<file path="config.mk">
export PLATFORM = sky130hd
export DESIGN_NAME = egress_arbiter
export DESIGN_NICKNAME = d
export VERILOG_FILES = /design/src/rtl/egress_arbiter.sv
export SDC_FILE = /design/constraint.sdc
export NUM_CORES = 1
export LEC_CHECK = 0
export BUFFER_PORTS_ARGS = -buffer_cell sky130_fd_sc_hd__buf_2
export CORE_MARGIN = 2
export CORE_UTILIZATION = 41
export DETAILED_ROUTE_END_ITERATION = 16
export GPL_TIMING_DRIVEN = 0
export PLACE_DENSITY = 0.9
export SKIP_CTS_REPAIR_TIMING = 1
export SLEW_MARGIN = 30
export SYNTH_ARGS = -nofsm -noshare
export SYNTH_HDL_FRONTEND = slang
export SYNTH_SLANG_ARGS = --single-unit
</file>
<file path="constraint.sdc">
create_clock -name clk -period 3.05 [get_ports clk]
set_input_delay 0.1525 -clock clk [delete_from_list [all_inputs] [get_ports clk]]
set_output_delay 0.1525 -clock clk [all_outputs]
set_load 0.1 [all_outputs]
</file>
<file path="src/rtl/egress_arbiter.sv">
// Frame-granular round-robin arbiter muxing NUM_REQ AXI-Stream requesters onto one egress port.
// Optional per-port statistics counters are built when EGRESS_ARB_STATS_EN is defined.

`ifndef AXIS_DEST_WIDTH
`define AXIS_DEST_WIDTH 4
`endif

`ifdef EGRESS_ARB_STATS_EN
module egress_arbiter_stat_lane #(
    parameter int W = 16
) (
    input  logic         clk,
    input  logic         reset_n,
    input  logic         inc,
    output logic [W-1:0] count
);
    always_ff @(posedge clk or negedge reset_n) begin
        if (!reset_n)
            count <= '0;
        else if (inc && count != '1)
            count <= count + W'(1);
    end
endmodule
`endif

module egress_arbiter #(
    parameter int NUM_REQ      = 4,
    parameter int DATA_WIDTH   = 16,
    parameter int DEST_WIDTH   = `AXIS_DEST_WIDTH,
    parameter int IDLE_TIMEOUT = 16
) (
    input  logic                          clk,
    input  logic                          reset_n,
    input  logic [NUM_REQ*DATA_WIDTH-1:0] req_tdata,
    input  logic [NUM_REQ*DEST_WIDTH-1:0] req_tdest,
    input  logic [NUM_REQ-1:0]            req_tvalid,
    input  logic [NUM_REQ-1:0]            req_tlast,
    output logic [NUM_REQ-1:0]            req_tready,
    output logic [DATA_WIDTH-1:0]         egress_tdata,
    output logic [DEST_WIDTH-1:0]         egress_tdest,
    output logic                          egress_tvalid,
    output logic                          egress_tlast,
    input  logic                          egress_tready,
    output logic [NUM_REQ-1:0]            grant_onehot,
    output logic                          busy
`ifdef EGRESS_ARB_STATS_EN
    ,
    output logic [NUM_REQ*16-1:0]         stat_frames,
    output logic [NUM_REQ*8-1:0]          stat_timeouts
`endif
);
    localparam int IDX_W = $clog2(NUM_REQ);

    typedef enum logic {IDLE, LOCKED} state_t;

    state_t                             state, state_nxt;
    logic [IDX_W-1:0]                   rr_ptr, rr_nxt;
    logic [IDX_W-1:0]                   grant_idx, idx_nxt;
    logic [NUM_REQ-1:0]                 grant_nxt;
    logic [7:0]                         timeout_ctr, ctr_nxt;
    logic [NUM_REQ-1:0][DATA_WIDTH-1:0] data_a;
    logic [NUM_REQ-1:0][DEST_WIDTH-1:0] dest_a;
    logic [IDX_W-1:0]                   pick_idx;
    logic                               pick_vld;
    logic                               g_valid, hs_last, to_hit, release_now;

    assign data_a = req_tdata;
    assign dest_a = req_tdest;

    // Egress mux is AND-OR gated by the registered grant, so an idle or reset
    // arbiter drives all zeros without any extra state qualification.
    always_comb begin
        egress_tdata = '0;
        egress_tdest = '0;
        for (int i = 0; i < NUM_REQ; i++) begin
            if (grant_onehot[i]) begin
                egress_tdata = egress_tdata | data_a[i];
                egress_tdest = egress_tdest | dest_a[i];
            end
        end
    end

    assign egress_tvalid = |(grant_onehot & req_tvalid);
    assign egress_tlast  = |(grant_onehot & req_tlast);
    assign req_tready    = grant_onehot & {NUM_REQ{egress_tready}};
    assign busy          = (state == LOCKED);

    assign g_valid     = req_tvalid[grant_idx];
    assign hs_last     = egress_tvalid & egress_tready & egress_tlast;
    assign to_hit      = (state == LOCKED) && !g_valid && (timeout_ctr == 8'(IDLE_TIMEOUT - 1));
    assign release_now = (state == LOCKED) && (hs_last || to_hit);

    // Search upward from rr_ptr with wrap; first valid requester wins.
    always_comb begin
        int               cand;
        logic [IDX_W-1:0] cidx;
        cand     = 0;
        cidx     = '0;
        pick_vld = 1'b0;
        pick_idx = '0;
        for (int k = 0; k < NUM_REQ; k++) begin
            cand = int'(rr_ptr) + k;
            if (cand >= NUM_REQ)
                cand = cand - NUM_REQ;
            cidx = IDX_W'(cand);
            if (!pick_vld && req_tvalid[cidx]) begin
                pick_vld = 1'b1;
                pick_idx = cidx;
            end
        end
    end

    always_comb begin
        state_nxt = state;
        rr_nxt    = rr_ptr;
        idx_nxt   = grant_idx;
        grant_nxt = grant_onehot;
        ctr_nxt   = timeout_ctr;
        case (state)
            IDLE: begin
                ctr_nxt = '0;
                if (pick_vld) begin
                    state_nxt           = LOCKED;
                    idx_nxt             = pick_idx;
                    grant_nxt           = '0;
                    grant_nxt[pick_idx] = 1'b1;
                end
            end
            LOCKED: begin
                if (release_now) begin
                    state_nxt = IDLE;
                    grant_nxt = '0;
                    ctr_nxt   = '0;
                    if (int'(grant_idx) == NUM_REQ - 1)
                        rr_nxt = '0;
                    else
                        rr_nxt = grant_idx + IDX_W'(1);
                end else if (g_valid) begin
                    // Backpressure keeps tvalid high, so it never counts as idle.
                    ctr_nxt = '0;
                end else begin
                    ctr_nxt = timeout_ctr + 8'd1;
                end
            end
            default: begin
                state_nxt = IDLE;
                grant_nxt = '0;
            end
        endcase
    end

    always_ff @(posedge clk or negedge reset_n) begin
        if (!reset_n) begin
            state        <= IDLE;
            rr_ptr       <= '0;
            grant_idx    <= '0;
            grant_onehot <= '0;
            timeout_ctr  <= '0;
        end else begin
            state        <= state_nxt;
            rr_ptr       <= rr_nxt;
            grant_idx    <= idx_nxt;
            grant_onehot <= grant_nxt;
            timeout_ctr  <= ctr_nxt;
        end
    end

`ifdef EGRESS_ARB_STATS_EN
    logic [NUM_REQ-1:0] frame_inc, to_inc;

    assign frame_inc = (state == LOCKED && hs_last) ? grant_onehot : '0;
    assign to_inc    = to_hit ? grant_onehot : '0;

    for (genvar i = 0; i < NUM_REQ; i++) begin : g_stat
        egress_arbiter_stat_lane #(.W(16)) u_frames (
            .clk    (clk),
            .reset_n(reset_n),
            .inc    (frame_inc[i]),
            .count  (stat_frames[i*16 +: 16])
        );
        egress_arbiter_stat_lane #(.W(8)) u_timeouts (
            .clk    (clk),
            .reset_n(reset_n),
            .inc    (to_inc[i]),
            .count  (stat_timeouts[i*8 +: 8])
        );
    end
`endif
endmodule

</file>
==> results of run 1 <==
[final cells by class]
cell class / instances / area share
multi-input cells: 133 / 0.429
repair buffers: 122 / 0.296
flip-flops and latches: 17 / 0.205
well taps: 46 / 0.0277
plain buffers: 10 / 0.0223
clock buffers: 4 / 0.0127
inverters: 4 / 0.00723
[cell families (layout without fill, tap and decap cells)]
kind of cell,count (synthesis),count (layout),synth area share
xor gates and xnor gates,5,5,0.0318
DFF,17,17,0.309
buffers and inverters,14,140,0.0445
and+or+nand+nor,61,61,0.214
AOI/OAI and AO/OA,61,61,0.337
adders and majority gates,2,2,0.0182
muxes,4,4,0.0454
[metrics by stage]
step	std cells	instance area [um2]	hold slack [ns]	utilization	setup WS, ns
after floorplan	164	1380	-0.143	-	0.780
after global placement	331	2040	0.0819	0.621	1.20
after detailed placement	331	2040	0.0973	0.621	1.13
after CTS	335	2070	-0.228	0.629	1.01
after global routing	336	2080	0.334	0.632	0.889
final	336	2080	0.299	0.632	1.02
[synth_stat cells (2+ instances only)]
cell                       count  area share
sky130_fd_sc_hd__nor2_1        8       0.022
sky130_fd_sc_hd__nor3_1        2      0.0073
sky130_fd_sc_hd__nand3_1       2      0.0073
sky130_fd_sc_hd__dfrtp_1      17        0.31
sky130_fd_sc_hd__a22oi_1      44        0.24
sky130_fd_sc_hd__or3_1         2      0.0091
sky130_fd_sc_hd__and2_1        4       0.018
sky130_fd_sc_hd__nand2_1      32       0.087
sky130_fd_sc_hd__nor2_2        5       0.023
sky130_fd_sc_hd__o32ai_1       4       0.025
sky130_fd_sc_hd__ha_1          2       0.018
sky130_fd_sc_hd__clkbuf_1      8       0.022
sky130_fd_sc_hd__inv_1         4       0.011
sky130_fd_sc_hd__xnor2_1       4       0.025
sky130_fd_sc_hd__a21oi_1       4       0.015
sky130_fd_sc_hd__o21ai_0       2      0.0073
sky130_fd_sc_hd__mux2_4        2       0.022
[final timing paths]
path | end | startpoint | slack (ns) | cells after the start
max | egress_tdata[9] | grant_onehot[2] | 1.02 | 4
min | grant_idx[1] | reset_n | 0.30 | 2
max reg2reg | rr_ptr[1] | timeout_ctr[4] | 1.11 | 4
min reg2reg | timeout_ctr[0] | timeout_ctr[0] | 0.47 | 1
max in group asynchronous | timeout_ctr[6] | reset_n | 2.46 | 2
min in group clk | grant_onehot[1] | req_tvalid[3] | 0.33 | 3
[state kept, by name, indices dropped and copies added (netlist names)]
register      flops
timeout_ctr       8
grant_onehot      4
grant_idx         2
rr_ptr            2
busy              1
[per-layer routing]
layer	wire, um	global-route usage	vias up
li1	-	-	878
met4	40	0.0912	0
met3	221	0.0248	4
met5	0	0	-
met2	2310	0.385	64
met1	1980	0.294	830
[critical path, cell delays in order (launching register included)]
cell,delay [ns]
sky130_fd_sc_hd__dfrtp_1,0.50
sky130_fd_sc_hd__clkbuf_1,0.39
sky130_fd_sc_hd__a22oi_1,0.16
sky130_fd_sc_hd__nand2_1,0.10
sky130_fd_sc_hd__buf_2,0.42
==> results.txt, run 1 <==
Ys async rst share = 1.00
Buffers on Ports = 121
Final-report setup violation count = 0
GPL Wtd Cong = 0.745
Worst max-slew margin expressed relative to the limit = 0.579
Via count of the first global-routing pass = 1597
Die W = 62.0 um
Most instantiated flip-flop cell in the synthesis netlist = sky130_fd_sc_hd__dfrtp_1
Antenna violations before repair = 0
Number of violations of the max-capacitance limit = 0
Number of routed nets with antenna violations = 0
Area Overhead vs Synth = 50.8%
Critical Path Fanout Max = 10
Buffers from clock root to sink, at most = 2
Number of CTS-inserted buffers = 3
Flip-flop and latch count after synthesis = 17
Skew-Pair Late Insertion Delay = 0.29 ns
Area of the mapped netlist = 0.00138 mm2
Largest net degree at the start of global routing = 18
Fillcell total = 289
Sinks on Clock Net = 17
Overall routed net length = 4.56 mm
First-pass GRT wire length = 6.48 mm
Total global-route track usage = 0.227
Worst EP required = 2.90 ns
Warnings, synthesis = 0
Starting density of the core = 0.419
Data arrival time at the worst-slack endpoint = 1.87 ns
Clock slew at reported path FFs = 0.10 ns
Routed len/inst = 13.6 um
CP Class = reg -> out
TritonCTS clock tree = done
Path category of the worst min-delay check = in -> async
Worst-case clock skew = 0.0138 ns
Kind of start point of the critical path = flop
Portion of the post-synthesis area used by sequential elements = 0.309
Global-route congestion overflow total = 0
Count of boundary I/O pins = 122
Yosys cell types = 35
Portion of the clock cycle consumed by the worst path in the final layout = 0.664
Total negative slack = 0 ns
Fraction of layout instances using a drive strength above 1 = 0.479
Endpoint class of the critical path = primary output
Number of search-and-repair iterations in the first detailed-routing pass = 4
Commonest cells after routing, fill and taps aside = sky130_fd_sc_hd__buf_2, sky130_fd_sc_hd__a22oi_1, sky130_fd_sc_hd__nand2_1
Starting DRT DRC Count = 91
CTS Root Cell = sky130_fd_sc_hd__clkbuf_4
Most common cell after layout, fill and taps aside = sky130_fd_sc_hd__buf_2
Gate count of the mapped netlist = 164
# diodes = 0
Vias/cell = 5.29
Final Hold Fails = 0
Placeable core area = 0.00328 mm2
Total nets after synthesis = 257
Fin. max-slew vios = 0
Total DRC errors in the routed layout = 0
Post-layout nets = 384
Mean area per synthesized cell = 8.40 um2
Outcome = completed
Unrepaired setup endpoints after global routing = false
Footprint of the multi-input gates = 891 um2
H-Tree Depth = 1
Transition time at the pin with the least slew margin = 0.624 ns
Highest attainable clock frequency = 0.494 GHz
Number of flops mapped to enable cells by yosys = 0
Total vias in the final route = 1776
Hpwl dp = 3.77 mm
Die area = 0.00384 mm2
Combined flip-flop and latch cell area = 425 um2
DIE HEIGHT = 62.0 um
Post-route minimum period = 2.03 ns
Standard-cell rows = 21
Power of run 1 is left out: the tool's default activity adds up to more than one toggle a clock period on the data nets, which glitch-free logic cannot reach.
==> inputs of run 2 (changes only) <==
--- a/config.mk
+++ b/config.mk
@@ -7,10 +7,10 @@
 export LEC_CHECK = 0
 export BUFFER_PORTS_ARGS = -buffer_cell sky130_fd_sc_hd__buf_2
 export CORE_MARGIN = 2
-export CORE_UTILIZATION = 41
+export CORE_UTILIZATION = 38
 export DETAILED_ROUTE_END_ITERATION = 16
 export GPL_TIMING_DRIVEN = 0
-export PLACE_DENSITY = 0.9
+export PLACE_DENSITY = 0.85
 export SKIP_CTS_REPAIR_TIMING = 1
 export SLEW_MARGIN = 30
 export SYNTH_ARGS = -nofsm -noshare
==> constraint.sdc (replaced) <==
create_clock -name clk -period 2.11 [get_ports clk]
set_input_delay 0.1055 -clock clk [delete_from_list [all_inputs] [get_ports clk]]
set_output_delay 0.1055 -clock clk [all_outputs]
set_load 0.1 [all_outputs]
==> run 2 against run 1 <==
Net effect: first-iteration DRC count rose by 20%; register-to-register slack lost 0.91 ns; clock-buffer cell count down 1; die area is 7.4% higher; critical path type unchanged; largest cell class unchanged.
==> results.txt, run 2 (synthesized netlist as in run 1, its figures left out) <==
Commonest cells after routing, fill and taps aside = sky130_fd_sc_hd__buf_2, sky130_fd_sc_hd__a22oi_1, sky130_fd_sc_hd__nand2_1 (unchanged)
Endpoint class of the critical path = primary output (unchanged)
Number of search-and-repair iterations in the first detailed-routing pass = 5 (was 4)
Critical Path Fanout Max = 10 (unchanged)
Worst EP required = 2.00 ns (was 2.90 ns)
Total vias in the final route = 1749 (was 1776)
CTS Root Cell = sky130_fd_sc_hd__clkbuf_4 (unchanged)
H-Tree Depth = 1 (unchanged)
Post-layout nets = 384 (unchanged)
Buffers on Ports = 121 (unchanged)
CP Class = reg -> out (unchanged)
Buffers from clock root to sink, at most = 2 (unchanged)
# diodes = 0 (unchanged)
Highest attainable clock frequency = 0.514 GHz
Outcome = completed (unchanged)
Via count of the first global-routing pass = 1629 (was 1597)
Fraction of layout instances using a drive strength above 1 = 0.500 (was 0.479)
Worst-case clock skew = 0.00319 ns (was 0.0138 ns)
Die area = 0.00412 mm2 (was 0.00384 mm2)
Most common cell after layout, fill and taps aside = sky130_fd_sc_hd__buf_2 (unchanged)
Area of placed instances = 0.00205 mm2 (was 0.00204 mm2)
Path category of the worst min-delay check = in -> async (unchanged)
Routed len/inst = 14.3 um (was 13.6 um)
Die W = 64.2 um (was 62.0 um)
Number of CTS-inserted buffers = 3 (unchanged)
Final instance area = 0.00208 mm2 (about the same)
First-pass GRT wire length = 7.57 mm (was 6.48 mm)
Placeable core area = 0.00342 mm2 (was 0.00328 mm2)
Count of boundary I/O pins = 122 (unchanged)
Transition time at the pin with the least slew margin = 0.742 ns (was 0.624 ns)
Largest register by flop count = timeout_ctr (unchanged)
Total negative slack = 0 ns (unchanged)
Layout Cells excl Fill = 336 (unchanged)
Top flop regs = timeout_ctr (8), grant_onehot (4) (unchanged)
Data arrival time at the worst-slack endpoint = 1.84 ns (was 1.87 ns)
Number of cells after detailed placement = 331 (unchanged)
Largest net degree at the start of global routing = 18 (unchanged)
Starting DRT DRC Count = 109 (was 91)
Fillcell total = 339 (was 289)
TritonCTS clock tree = done (unchanged)
Fin. max-slew vios = 0 (unchanged)
Sinks on Clock Net = 17 (unchanged)
Global-route congestion overflow total = 0 (unchanged)
Clock slew at reported path FFs = 0.10 ns (about the same)
Antenna violations before repair = 0 (unchanged)
Starting density of the core = 0.403 (was 0.419)
Hpwl dp = 3.81 mm (was 3.77 mm)
Number of routed nets with antenna violations = 0 (unchanged)
Vias/cell = 5.21 (was 5.29)
Final Hold Fails = 0 (unchanged)
Total DRC errors in the routed layout = 0 (unchanged)
Flip-flop count of the largest register, all copies and words added = 8 (unchanged)
Skew-Pair Late Insertion Delay = 0.28 ns (was 0.29 ns)
Final-report setup violation count = 0 (unchanged)
Portion of the clock cycle consumed by the worst path in the final layout = 0.922
Total global-route track usage = 0.227 (about the same)
Post-route minimum period = 1.95 ns
Kind of start point of the critical path = flop (unchanged)
Number of violations of the max-capacitance limit = 0 (unchanged)
Area Overhead vs Synth = 51.3% (was 50.8%)
DIE HEIGHT = 64.2 um (was 62.0 um)
Standard-cell rows = 21 (unchanged)
Overall routed net length = 4.79 mm (was 4.56 mm)
Worst max-slew margin expressed relative to the limit = 0.499 (was 0.579)
Unrepaired setup endpoints after global routing = false (unchanged)
GPL Wtd Cong = 0.804 (was 0.745)
-- run 2: cell types whose count changed in the layout (fill, tap and decap cells not counted) --
cell / previous run / this run
sky130_fd_sc_hd__and2_1: 4 / 3
sky130_fd_sc_hd__and2_2: 0 / 1
sky130_fd_sc_hd__clkbuf_1: 9 / 8
sky130_fd_sc_hd__clkinv_2: 0 / 1
sky130_fd_sc_hd__dfrtp_1: 17 / 13
sky130_fd_sc_hd__dfrtp_2: 0 / 4
-- run 2: stage by stage --
stage	hold WS [ns]	setup slack, ns	util
2_1_floorplan	-0.190	0.0190	-
4_1_cts	-0.281	0.174	0.607
5_1_grt	0.273	0.00680	0.610
3_5_place_dp	0.0437	0.219	0.599
3_3_place_gp	0.0396	0.267	0.599
6_report	0.256	0.165	0.610
-- run 2: critical path, stage by stage (launching register included) --
cell	delay, ns
sky130_fd_sc_hd__dfrtp_2	0.45
sky130_fd_sc_hd__clkbuf_1	0.40
sky130_fd_sc_hd__a22oi_1	0.18
sky130_fd_sc_hd__nand2_1	0.10
sky130_fd_sc_hd__buf_2	0.42
-- run 2: final timing paths --
kind	to	startpoint	slack, ns	cells after the start
max	egress_tdata[1]	grant_onehot[2]	0.16	4
min	timeout_ctr[4]	reset_n	0.26	2
max in group asynchronous	grant_onehot[2]	reset_n	1.56	2
min reg2reg	timeout_ctr[0]	timeout_ctr[0]	0.47	1
min in group clk	grant_onehot[0]	req_tvalid[3]	0.29	3
max reg2reg	rr_ptr[0]	timeout_ctr[5]	0.20	4
-- run 2: routing by layer --
layer,GRT usage,vias up,routed length [um]
met2,0.398,76,2420
li1,-,878,-
met1,0.287,791,1970
met5,0,-,0
met4,0.0665,0,51
met3,0.0352,4,351
-- run 2: final cells by class --
class | count | area (um2) | share of cell area
well taps | 46 | 57.6 | 0.0276
repair buffers | 122 | 616 | 0.295
clock inverters | 1 | 5.00 | 0.00240
inverters | 4 | 15.0 | 0.00720
clock buffers | 3 | 22.5 | 0.0108
flip-flops and latches | 17 | 430 | 0.206
plain buffers | 10 | 46.3 | 0.0222
multi-input cells | 133 | 892 | 0.428
Power of run 2 is left out for the same reason.
==> inputs of run 3 (changes only) <==
--- a/config.mk
+++ b/config.mk
@@ -10,7 +10,7 @@
 export CORE_UTILIZATION = 38
 export DETAILED_ROUTE_END_ITERATION = 16
 export GPL_TIMING_DRIVEN = 0
-export PLACE_DENSITY = 0.85
+export PLACE_DENSITY = 0.88
 export SKIP_CTS_REPAIR_TIMING = 1
 export SLEW_MARGIN = 30
 export SYNTH_ARGS = -nofsm -noshare
==> run 3 against run 2 <==
Net effect: critical path depth did not move; die area did not move; via count rose by 3.4%; register-to-register slack improved by 0.02 ns.
==> results.txt, run 3 (synthesized netlist as in run 1, its figures left out) <==
Post-route minimum period = 1.91 ns (was 1.95 ns)
Critical Path Fanout Max = 10 (unchanged)
Starting density of the core = 0.403 (unchanged)
Worst path buffer plus inverter count = 2 (unchanged)
Number of search-and-repair iterations in the first detailed-routing pass = 4 (was 5)
Portion of the clock cycle consumed by the worst path in the final layout = 0.907 (was 0.922)
Hpwl dp = 3.82 mm (was 3.81 mm)
Worst max-slew margin expressed relative to the limit = 0.526 (was 0.499)
Largest net degree at the start of global routing = 18 (unchanged)
Transition time at the pin with the least slew margin = 0.702 ns (was 0.742 ns)
Area Overhead vs Synth = 51.3% (unchanged)
Data arrival time at the worst-slack endpoint = 1.81 ns (was 1.84 ns)
Post-layout nets = 384 (unchanged)
Die area = 0.00412 mm2 (unchanged)
Top flop regs = timeout_ctr (8), grant_onehot (4) (unchanged)
CTS Root Cell = sky130_fd_sc_hd__clkbuf_4 (unchanged)
Number of routed nets with antenna violations = 0 (unchanged)
Most common cell after layout, fill and taps aside = sky130_fd_sc_hd__buf_2 (unchanged)
Buffers on Ports = 121 (unchanged)
Kind of start point of the critical path = flop (unchanged)
Total global-route track usage = 0.210 (was 0.227)
Starting DRT DRC Count = 70 (was 109)
Fraction of layout instances using a drive strength above 1 = 0.500 (unchanged)
Buffers from clock root to sink, at most = 2 (unchanged)
CP Class = reg -> out (unchanged)
Total DRC errors in the routed layout = 0 (unchanged)
Final Hold Fails = 0 (unchanged)
Routed len/inst = 14.1 um (was 14.3 um)
# diodes = 0 (unchanged)
Count of boundary I/O pins = 122 (unchanged)
Number of CTS-inserted buffers = 3 (unchanged)
Global-route congestion overflow total = 0 (unchanged)
DIE HEIGHT = 64.2 um (unchanged)
Sinks on Clock Net = 17 (unchanged)
Skew-Pair Late Insertion Delay = 0.29 ns (was 0.28 ns)
Flip-flop count of the largest register, all copies and words added = 8 (unchanged)
Highest-delay cell along the critical path = sky130_fd_sc_hd__dfrtp_2 (unchanged)
Highest attainable clock frequency = 0.523 GHz (was 0.514 GHz)
Outcome = completed (unchanged)
Final-report setup violation count = 0 (unchanged)
H-Tree Depth = 1 (unchanged)
Standard-cell rows = 21 (unchanged)
Vias/cell = 5.38 (was 5.21)
Unrepaired setup endpoints after global routing = false (unchanged)
Cell family contributing the most delay on the critical path = buffers and inverters (unchanged)
Slowest Stage Delay on Critical Path = 0.45 ns (about the same)
Fin. max-slew vios = 0 (unchanged)
Total negative slack = 0 ns (unchanged)
First-pass GRT wire length = 7.04 mm (was 7.57 mm)
Die W = 64.2 um (unchanged)
Antenna violations before repair = 0 (unchanged)
Hold slack = 0.251 ns (was 0.256 ns)
TritonCTS clock tree = done (unchanged)
Commonest cells after routing, fill and taps aside = sky130_fd_sc_hd__buf_2, sky130_fd_sc_hd__a22oi_1, sky130_fd_sc_hd__nand2_1 (unchanged)
Path category of the worst min-delay check = in -> async (unchanged)
Worst EP required = 2.00 ns (about the same)
Placeable core area = 0.00342 mm2 (unchanged)
Total vias in the final route = 1808 (was 1749)
Largest register by flop count = timeout_ctr (unchanged)
GPL Wtd Cong = 0.852 (was 0.804)
Clock slew at reported path FFs = 0.10 ns (about the same)
Overall routed net length = 4.73 mm (was 4.79 mm)
Via count of the first global-routing pass = 1622 (was 1629)
Worst-case clock skew = 0.00980 ns (was 0.00319 ns)
Number of violations of the max-capacitance limit = 0 (unchanged)
Cells along the critical path = clkbuf_1 > a22oi_1 > nand2_1 > buf_2 (unchanged)
Endpoint class of the critical path = primary output (unchanged)
## run 3: cell counts in the layout (fill, tap and decap cells not counted)
No cell type changed its count.
## run 3: path summary, 6_finish.rpt
kind,from,endpoint,depth (start not counted),slack (ns)
max in group asynchronous,reset_n,grant_onehot[0],2,1.56
worst min-delay path,reset_n,timeout_ctr[4],2,0.25
worst max register to register,timeout_ctr[5],rr_ptr[0],4,0.22
worst max-delay path,grant_onehot[0],egress_tdest[3],4,0.20
min in group clk,req_tvalid[3],grant_onehot[0],3,0.30
worst min register to register,timeout_ctr[0],timeout_ctr[0],1,0.47
## run 3: per-stage QoR
step                      utilization  instance area, um2  setup WS, ns  std cells
after floorplan                     -                1380        0.0190        164
after global placement          0.599                2050         0.266        331
after detailed placement        0.599                2050         0.256        331
after CTS                       0.607                2070         0.171        335
after global routing            0.610                2080        0.0652        336
final                           0.610                2080         0.197        336
## run 3: worst register-to-register path: cells and delay by family, from the launching register on
family          cells  cell delay, ns
flops               1            0.43
mux                 1            0.30
compound gates      1            0.18
simple gates        2            0.87
## run 3: layer usage
metal	wire length, um	up-vias	track usage	part of all wire
met5	0	-	0	0
met1	1920	839	0.245	0.41
met3	276	8	0.0176	0.058
li1	-	880	-	-
met4	82	0	0.0691	0.017
met2	2450	81	0.398	0.52
## run 3: layout make-up
type / count / area [um2]
plain buffers: 10 / 46.3
clock buffers: 3 / 22.5
clock inverters: 1 / 5.00
fillers: 326 / 1330
inverters: 4 / 15.0
multi-input cells: 133 / 892
flip-flops and latches: 17 / 430
well taps: 46 / 57.6
repair buffers: 122 / 616
Power of run 3 is left out for the same reason.
